$ cat config.mk
export PLATFORM = sky130hd
export DESIGN_NAME = br_resolver
export DESIGN_NICKNAME = d
export VERILOG_FILES = /design/src/rtl/br_resolver.sv
export SDC_FILE = /design/constraint.sdc
export NUM_CORES = 1
export LEC_CHECK = 0
export ABC_CLOCK_PERIOD_IN_PS = 3400
export CORE_MARGIN = 1.5
export CORE_UTILIZATION = 43
export DETAILED_ROUTE_END_ITERATION = 12
export PLACE_DENSITY = 0.87
export SETUP_SLACK_MARGIN = 0.4
export SYNTH_ARGS = -nofsm -noshare
export SYNTH_HDL_FRONTEND = slang
export SYNTH_SLANG_ARGS = --single-unit
$ cat constraint.sdc
create_clock -name i_clk -period 3.4 [get_ports i_clk]
set_input_delay 0.34 -clock i_clk [delete_from_list [all_inputs] [get_ports i_clk]]
set_output_delay 0.34 -clock i_clk [all_outputs]
set_load 0.005 [all_outputs]
$ cat src/rtl/br_resolver.sv
// Branch resolver: evaluates EX-stage branch/jump outcome, detects mispredicts and
// sequences the fetch redirect and pipeline flush. Optional perf counters: BR_PERF_CNT_EN.
module br_resolver (
   input  logic        i_clk,
   input  logic        i_rst_n,
   input  logic        i_valid,
   input  logic [2:0]  i_funct3,
   input  logic        i_is_jump,
   input  logic        i_br_less,
   input  logic        i_br_equal,
   output logic        o_br_un,
   input  logic [31:0] i_pc,
   input  logic [31:0] i_target,
   input  logic        i_pred_taken,
   output logic        o_redirect,
   input  logic        i_redirect_ready,
   output logic [31:0] o_redirect_pc,
   output logic        o_flush,
   output logic        o_busy,
   output logic        o_resolved,
   output logic        o_taken,
   output logic        o_illegal,
   input  logic        i_cnt_clr,
   output logic [15:0] o_br_cnt,
   output logic [15:0] o_mis_cnt
);

   // state    | meaning
   // IDLE     | ready to accept a branch/jump
   // REDIRECT | corrected PC offered to fetch, IF/ID flushed, waiting for ready
   // FLUSH    | one extra flush cycle after fetch accepted the redirect
   typedef enum logic [1:0] {
      IDLE     = 2'd0,
      REDIRECT = 2'd1,
      FLUSH    = 2'd2
   } state_t;

   state_t      state_q, state_d;
   logic        resolved_q, resolved_d;
   logic        taken_q, taken_d;
   logic        illegal_q, illegal_d;
   logic [31:0] redirect_pc_q, redirect_pc_d;

   logic accept;
   logic cond;
   logic taken;
   logic illegal;
   logic mispredict;

   assign o_br_un = i_funct3[1];

   always_comb begin
      cond    = 1'b0;
      illegal = 1'b0;
      unique case (i_funct3)
         3'b000:  cond = i_br_equal;
         3'b001:  cond = ~i_br_equal;
         3'b100,
         3'b110:  cond = i_br_less;
         3'b101,
         3'b111:  cond = ~i_br_less;
         default: illegal = ~i_is_jump;
      endcase
   end

   assign taken      = i_is_jump | cond;
   assign accept     = i_valid && (state_q == IDLE);
   assign mispredict = taken != i_pred_taken;

   always_comb begin
      state_d       = state_q;
      redirect_pc_d = redirect_pc_q;
      resolved_d    = accept;
      taken_d       = accept & taken;
      illegal_d     = accept & illegal;
      unique case (state_q)
         IDLE: begin
            if (accept && mispredict) begin
               state_d       = REDIRECT;
               redirect_pc_d = taken ? i_target : i_pc + 32'd4;
            end
         end
         REDIRECT: begin
            if (i_redirect_ready) state_d = FLUSH;
         end
         FLUSH:   state_d = IDLE;
         default: state_d = IDLE;
      endcase
   end

   always_ff @(posedge i_clk or negedge i_rst_n) begin
      if (!i_rst_n) begin
         state_q       <= IDLE;
         resolved_q    <= 1'b0;
         taken_q       <= 1'b0;
         illegal_q     <= 1'b0;
         redirect_pc_q <= 32'h0;
      end else begin
         state_q       <= state_d;
         resolved_q    <= resolved_d;
         taken_q       <= taken_d;
         illegal_q     <= illegal_d;
         redirect_pc_q <= redirect_pc_d;
      end
   end

   // Decoded straight from state so an async reset drops redirect/flush at once.
   assign o_redirect    = (state_q == REDIRECT);
   assign o_flush       = (state_q != IDLE);
   assign o_busy        = (state_q != IDLE);
   assign o_redirect_pc = redirect_pc_q;
   assign o_resolved    = resolved_q;
   assign o_taken       = taken_q;
   assign o_illegal     = illegal_q;

`ifdef BR_PERF_CNT_EN
   logic [15:0] br_cnt_q, br_cnt_d;
   logic [15:0] mis_cnt_q, mis_cnt_d;

   // Clear wins over a same-cycle increment; both counters saturate.
   always_comb begin
      br_cnt_d  = br_cnt_q;
      mis_cnt_d = mis_cnt_q;
      if (i_cnt_clr) begin
         br_cnt_d  = 16'h0;
         mis_cnt_d = 16'h0;
      end else if (accept) begin
         if (br_cnt_q != 16'hFFFF) br_cnt_d = br_cnt_q + 16'd1;
         if (mispredict && (mis_cnt_q != 16'hFFFF)) mis_cnt_d = mis_cnt_q + 16'd1;
      end
   end

   always_ff @(posedge i_clk or negedge i_rst_n) begin
      if (!i_rst_n) begin
         br_cnt_q  <= 16'h0;
         mis_cnt_q <= 16'h0;
      end else begin
         br_cnt_q  <= br_cnt_d;
         mis_cnt_q <= mis_cnt_d;
      end
   end

   assign o_br_cnt  = br_cnt_q;
   assign o_mis_cnt = mis_cnt_q;
`else
   logic unused_cnt_clr;
   assign unused_cnt_clr = i_cnt_clr;
   assign o_br_cnt       = 16'h0;
   assign o_mis_cnt      = 16'h0;
`endif

endmodule

==> results of run 1 <==
==> where the power goes <==
part	switching, mW	total (mW)	internal (mW)
logic	0.311	0.821	0.510
clock network	0.185	0.331	0.146
registers	0.114	0.717	0.603
total	0.610	1.87	1.26
==> path summary, 6_finish.rpt <==
check                                      start                end  depth (start not counted)
worst min-delay path                     i_rst_n   o_redirect_pc[6]                          1
worst min register to register  o_redirect_pc[3]   o_redirect_pc[3]                          2
min in group i_clk              o_redirect_pc[3]   o_redirect_pc[3]                          2
worst max-delay path                 i_funct3[2]  o_redirect_pc[23]                          5
worst max register to register        state_q[1]  o_redirect_pc[28]                          6
max in group asynchronous                i_rst_n  o_redirect_pc[27]                          1
==> state kept, by name, indices dropped and copies added (netlist names) <==
register and flops:
state_q 2, o_taken 1, o_resolved 1, o_illegal 1
o_redirect_pc 32
==> area by class of cell <==
type                            count  area (µm²)  share of cell area (%)
Multi-Input combinational cell    263        1590                    40.8
Timing Repair Buffer              118        1160                    30.0
Sequential cell                    37         926                    23.9
Tap cell                           75        93.8                    2.42
Clock buffer                        5        68.8                    1.77
Inverter                            6        22.5                   0.580
Clock inverter                      3        21.3                   0.548
==> kinds of logic after synthesis <==
logic type / count (synthesis) / synth area share [%]
compound gates: 68 / 17.5
xor+xnor: 24 / 7.70
fa+ha+maj: 1 / 0.458
buf+inv: 54 / 12.7
flops: 37 / 33.9
mux: 8 / 2.98
other cells: 1 / 0.137
simple gates: 130 / 24.7
==> critical path: cells and delay by family <==
kind	cells	cell delay, ns
buffers and inverters	1	0.64
AND/OR/NAND/NOR	2	1.18
AO/OA/AOI/OAI	2	0.63
==> synthesized netlist by cell type, drive strengths merged (2+ instances only) <==
| cell | instances | area (µm²) |
|---|---|---|
| dfrtp | 37 | 926 |
| o21a | 2 | 15.0 |
| a221oi | 4 | 41.3 |
| o31ai | 2 | 15.0 |
| nand3 | 26 | 143 |
| clkbuf | 7 | 26.3 |
| o21ai | 20 | 100 |
| nor2 | 21 | 78.8 |
| and3 | 4 | 25.0 |
| o22ai | 3 | 18.8 |
| buf | 40 | 289 |
| nor4 | 5 | 37.5 |
| or4 | 3 | 22.5 |
| mux2i | 7 | 70.1 |
| nor3 | 6 | 30.0 |
| and4 | 4 | 36.3 |
| a21oi | 15 | 75.1 |
| and2 | 5 | 31.3 |
| clkinv | 2 | 7.51 |
| nand2 | 41 | 154 |
| inv | 4 | 15.0 |
| nand4 | 9 | 71.3 |
| xor2 | 11 | 96.3 |
| xnor2 | 13 | 114 |
| a221o | 14 | 140 |
==> metrics by stage <==
step / util, % / worst slack (ns) / hold slack, ns
after floorplan: - / 1.32 / 0.0444
after global placement: 62.9 / 0.589 / 0.465
after detailed placement: 62.9 / 0.489 / 0.475
after CTS: 64.4 / 0.792 / 0.180
after global routing: 64.4 / 0.661 / 0.227
final: 64.4 / 0.711 / 0.144
==> per-layer routing <==
metal | GRT usage [%] | up-vias
met5 | 0 | -
met4 | 6.17 | 0
met3 | 4.95 | 8
met2 | 40.5 | 100
met1 | 29.7 | 1314
li1 | - | 1327
==> run summary, run 1 <==
- **outcome** finished, final reports clean
- **Syn Area/Cell** 8.45 µm²
- **via count** 2749
- **number of maximum-capacitance violations** 0
- **detail-routed net length per standard cell** 15.9 µm
- **clock slew at the register clock pins of the worst setup and hold paths** 0.09 ns
- **topmost layer with routed signal wires** met4
- **number of diodes added for antenna fixing** 0
- **transition time of the tightest slew-check pin** 1.32 ns
- **post-route minimum period** 2.69 ns
- **Post-Route Skew** 0.00778 ns
- **start-to-end type of the worst setup path** primary input to flop
- **post-route cell area** 3880 µm²
- **buffers inserted by post-CTS timing repair** 0
- **met3 WL** 581 µm
- **Detailed Routing Iterations Pass 1** 4
- **met1 wire length** 3380 µm
- **Post-layout nets** 508
- **sum of internal, switching and leakage power** 1.87 mW
- **post-CTS resize count** 0
- **remaining global-route overflow** 0
- **starting density of the core** 45.3%
- **pin count of the biggest net entering global routing** 38
- **final count of hold timing violations** 0
- **proportion of layout cells with a drive suffix above 1** 5.79%
- **starting DRC count in detailed routing** 172
- **class of the tightest hold or removal check** primary input to asynchronous set/reset pin
- **final slew viol count** 0
- **Sinks on Clock Net** 37
- **relative slew slack** 11.2%
- **maximum VDD drop** 0.000313 V
- **Crit path arrival time** 2.79 ns
- **chain of cells forming the critical path** clkdlybuf4s50_1 > nor2_1 > a221o_1 > nor3_1 > a221oi_1
- **Finished Layout Cells** 507
- **PwrDens** 482 nW/µm²
- **CORE AREA** 6030 µm²
- **total half-perimeter wirelength after legalization and detailed placement** 6110 µm
- **relative area change from synthesis to final layout** 42.2%
- **Req. time, crit path** 3.50 ns
- **die area** 6840 µm²
- **port bufs** 113
- **Clock Path Buffers** 2
- **Leak Pwr** 1.56 nW
- **antenna violation net count after detailed routing** 0
- **initial antenna violation count** 0
- **Synth async-reset ratio** 100%
- **unrepaired setup endpoints after global routing** no
- **amount of wire on met2 after detailed routing** 4020 µm
- **insertion delay to the later sink of the worst-skew pair** 0.30 ns
- **fraction of the cycle the final worst path needs** 79.1%
- **# fillers** 523
- **Yosys warnings** 0
- **total global-route track usage** 23.5%
- **hold_buf cts** 0
- **final routed wirelength across all metal layers** 8050 µm
- **post-placement cell count** 499
- **most frequent cells in the layout** sky130_fd_sc_hd__clkdlybuf4s50_1 (112), sky130_fd_sc_hd__nand2_1 (41), sky130_fd_sc_hd__dfrtp_1 (37), sky130_fd_sc_hd__conb_1 (32), sky130_fd_sc_hd__nand3_1 (25)
- **row count** 28
- **gate count after technology mapping** 323
- **number of CTS-inserted buffers** 5
- **Post-synth top flop** sky130_fd_sc_hd__dfrtp_1
- **cell area after synthesis** 2730 µm²
- **height of the die** 82.7 µm
- **slack of the worst reg-to-reg path** 1.06 ns
- **Die Wd** 82.7 µm
- **crit-path max FO** 11
- **flop and latch count out of synthesis** 37
- **final weighted congestion in routability-driven placement** 0.819
- **element type at the critical path end** flop
- **post-detailed-placement cell area** 3790 µm²
- **final setup violating endpoints** 0
- **highest achievable clock rate** 372 MHz
- **maximum level of the CTS H-tree** 2
- **Final TNS setup** 0 ns
- **share of synthesized area occupied by flip-flops and latches** 33.9%
- **remaining design rule violation count** 0
- **startpoint types** primary input
- **Max stage delay cell, worst path** sky130_fd_sc_hd__nor3_1
- **most common library cell in the layout ignoring fill and taps** sky130_fd_sc_hd__clkdlybuf4s50_1
- **clock tree from TritonCTS** built
- **CTS Root Buffer Type** sky130_fd_sc_hd__clkbuf_8
- **number of global-route vias before repair** 2563
- **number of enable flip-flop cells after synthesis** 0
- **global-route wire length before repair** 12200 µm
- **longest individual stage delay on the worst path** 1.01 ns
- **count of different cell masters after synthesis** 52
- **vias per cell** 5.42
- **I/O pins** 147
(Power assumes the default switching activity.)
==> run 2, diff against run 1 <==
--- a/config.mk
+++ b/config.mk
@@ -5,11 +5,11 @@
 export SDC_FILE = /design/constraint.sdc
 export NUM_CORES = 1
 export LEC_CHECK = 0
-export ABC_CLOCK_PERIOD_IN_PS = 3400
+export ABC_CLOCK_PERIOD_IN_PS = 2500
 export CORE_MARGIN = 1.5
-export CORE_UTILIZATION = 43
+export CORE_UTILIZATION = 40
 export DETAILED_ROUTE_END_ITERATION = 12
-export PLACE_DENSITY = 0.87
+export PLACE_DENSITY = 0.82
 export SETUP_SLACK_MARGIN = 0.4
 export SYNTH_ARGS = -nofsm -noshare
 export SYNTH_HDL_FRONTEND = slang
==> constraint.sdc (replaced) <==
create_clock -name i_clk -period 2.5 [get_ports i_clk]
set_input_delay 0.25 -clock i_clk [delete_from_list [all_inputs] [get_ports i_clk]]
set_output_delay 0.25 -clock i_clk [all_outputs]
set_load 0.005 [all_outputs]
==> run summary, run 2 (same netlist as run 1, synthesis figures left out) <==
- **Post-Route Skew** 0.00335 ns
- **class of the tightest hold or removal check** primary input to asynchronous set/reset pin
- **start point of the critical path** i_pc[11]
- **Worst Reg-to-Reg Cells** 5
- **number of global-route vias before repair** 2843
- **number of CTS-inserted buffers** 5
- **maximum level of the CTS H-tree** 2
- **crit path buf inv count** 1
- **# fillers** 577
- **highest achievable clock rate** 485 MHz
- **total half-perimeter wirelength after legalization and detailed placement** 6460 µm
- **Detailed Routing Iterations Pass 1** 8
- **row count** 29
- **number of diodes added for antenna fixing** 0
- **crit-path max FO** 3
- **height of the die** 85.6 µm
- **clock slew at the register clock pins of the worst setup and hold paths** 0.08 ns
- **die area** 7330 µm²
- **final routed wirelength across all metal layers** 8440 µm
- **Sinks on Clock Net** 37
- **chain of cells forming the critical path** clkdlybuf4s50_1 > nand3_4 > or4_1 > or4_1 > o21ai_1 > a221o_1
- **final count of hold timing violations** 0
- **hold_buf cts** 0
- **proportion of layout cells with a drive suffix above 1** 10.9%
- **violated checks** design-rule violations
- **start-to-end type of the worst setup path** primary input to flop
- **transition time of the tightest slew-check pin** 0.883 ns
- **most common library cell in the layout ignoring fill and taps** sky130_fd_sc_hd__clkdlybuf4s50_1
- **starting DRC count in detailed routing** 196
- **global-route wire length before repair** 13700 µm
- **pin count of the biggest net entering global routing** 38
- **Clock Path Buffers** 2
- **unrepaired setup endpoints after global routing** yes
- **port bufs** 113
- **relative slew slack** 41.1%
- **worst reg2reg path startpoint** state_q[1]
- **CORE AREA** 6460 µm²
- **outcome** complete, but fails checks
- **final setup violating endpoints** 0
- **setup slack after layout** 0.439 ns
- **Req. time, crit path** 2.73 ns
- **clock tree from TritonCTS** built
- **final weighted congestion in routability-driven placement** 0.825
- **via count** 2843
- **end-of-flow core utilization** 63.5%
- **Crit path arrival time** 2.29 ns
- **Max stage delay cell, worst path** sky130_fd_sc_hd__clkdlybuf4s50_1
- **critical path depth** 6
- **post-route minimum period** 2.06 ns
- **Finished Layout Cells** 526
- **vias per cell** 5.40
- **maximum VDD drop** 0.000340 V
- **CP dominant cell by count** sky130_fd_sc_hd__or4_1
- **remaining global-route overflow** 0
- **total global-route track usage** 23.2%
- **buffers inserted by post-CTS timing repair** 0
- **Leak Pwr** 1.69 nW
- **kind of cell adding the most delay to the critical path** simple AND/OR/NAND/NOR gates
- **initial antenna violation count** 0
- **remaining design rule violation count** 8
- **PwrDens** 639 nW/µm²
- **I/O pins** 147
- **final slew viol count** 0
- **Final TNS setup** 0 ns
- **antenna violation net count after detailed routing** 0
- **Die Wd** 85.6 µm
- **number of maximum-capacitance violations** 0
- **fraction of the cycle the final worst path needs** 82.4%
- **starting density of the core** 42.3%
- **element type at the critical path end** flop
- **post-placement cell count** 518
- **sum of internal, switching and leakage power** 2.62 mW
- **insertion delay to the later sink of the worst-skew pair** 0.29 ns
- **worst slack at placement** -0.252 ns
- **detail-routed net length per standard cell** 16.0 µm
- **Post-layout nets** 525
- **number of flip-flops under the largest register name** 32
- **startpoint types** primary input
- **relative area change from synthesis to final layout** 50.2%
- **most frequent cells in the layout** sky130_fd_sc_hd__clkdlybuf4s50_1 (110), sky130_fd_sc_hd__nand2_1 (41), sky130_fd_sc_hd__dfrtp_1 (37), sky130_fd_sc_hd__conb_1 (32), sky130_fd_sc_hd__nand3_1 (25)
- **CTS Root Buffer Type** sky130_fd_sc_hd__clkbuf_8
- **longest individual stage delay on the worst path** 0.57 ns
-- run 2: cell count changes in the layout (fill, tap and decap cells not counted), moves of 2 or more --
cell                              previous run  this run
sky130_fd_sc_hd__buf_12                      0         2
sky130_fd_sc_hd__buf_4                       5        19
sky130_fd_sc_hd__clkbuf_8                    5         7
sky130_fd_sc_hd__clkdlybuf4s50_1           112       110
sky130_fd_sc_hd__dlymetal6s2s_1              0         2
sky130_fd_sc_hd__nor3_1                      6         4
sky130_fd_sc_hd__xor2_1                     11         9
sky130_fd_sc_hd__xor2_2                      0         2
-- run 2: where the power goes --
group | total, mW | internal [mW] | leakage [nW] | switching [mW]
registers | 0.976 | 0.821 | 0.455 | 0.155
logic | 1.17 | 0.729 | 1.18 | 0.441
clock network | 0.478 | 0.250 | 0.0542 | 0.228
-- run 2: through the flow --
stage          hold WS [ns]  area [µm²]
2_1_floorplan       -0.0456        2850
5_1_grt               0.138        4100
3_5_place_dp          0.423        3950
4_1_cts               0.107        4060
6_report             0.0769        4100
3_3_place_gp          0.400        3950
-- run 2: worst register-to-register path, stage by stage (launching register included) --
cell and delay, ns:
sky130_fd_sc_hd__dfrtp_1 0.38, sky130_fd_sc_hd__nor2_1 0.14, sky130_fd_sc_hd__nand2_1 0.09, sky130_fd_sc_hd__or4_4 0.55, sky130_fd_sc_hd__buf_12 0.18, sky130_fd_sc_hd__a221o_1 0.35
-- run 2: path summary, 6_finish.rpt --
check	slack (ns)	endpoint
hold reg to reg	0.48	o_redirect_pc[1]
setup reg to reg	0.70	o_redirect_pc[13]
min in group i_clk	0.48	o_redirect_pc[1]
max in group asynchronous	1.87	o_redirect_pc[29]
hold / removal	0.08	state_q[0]
setup / recovery	0.44	o_redirect_pc[30]
-- run 2: metal layers --
| layer | GRT usage, % | vias to the layer above | part of all wire [%] |
|---|---|---|---|
| met3 | 4.81 | 10 | 6.7 |
| li1 | - | 1348 | - |
| met4 | 6.16 | 0 | 1.3 |
| met5 | 0 | - | 0 |
| met1 | 29.4 | 1363 | 42 |
| met2 | 40.2 | 122 | 50 |
-- run 2: timing repair --
action                                  CTS  global route
endpoints found under the setup margin   12            15
pin swaps                                 0             0
resized for setup                         2             9
-- run 2: area by class of cell --
cell class                 count  area (µm²)  area share (%)
multi-input combinational    263        1630            39.7
timing repair buffer         135        1330            32.3
clock inverter                 1        5.00           0.122
inverter                       6        22.5           0.549
clock buffer                   7        96.3            2.35
sequential                    37         926            22.6
tap                           77        96.3            2.35
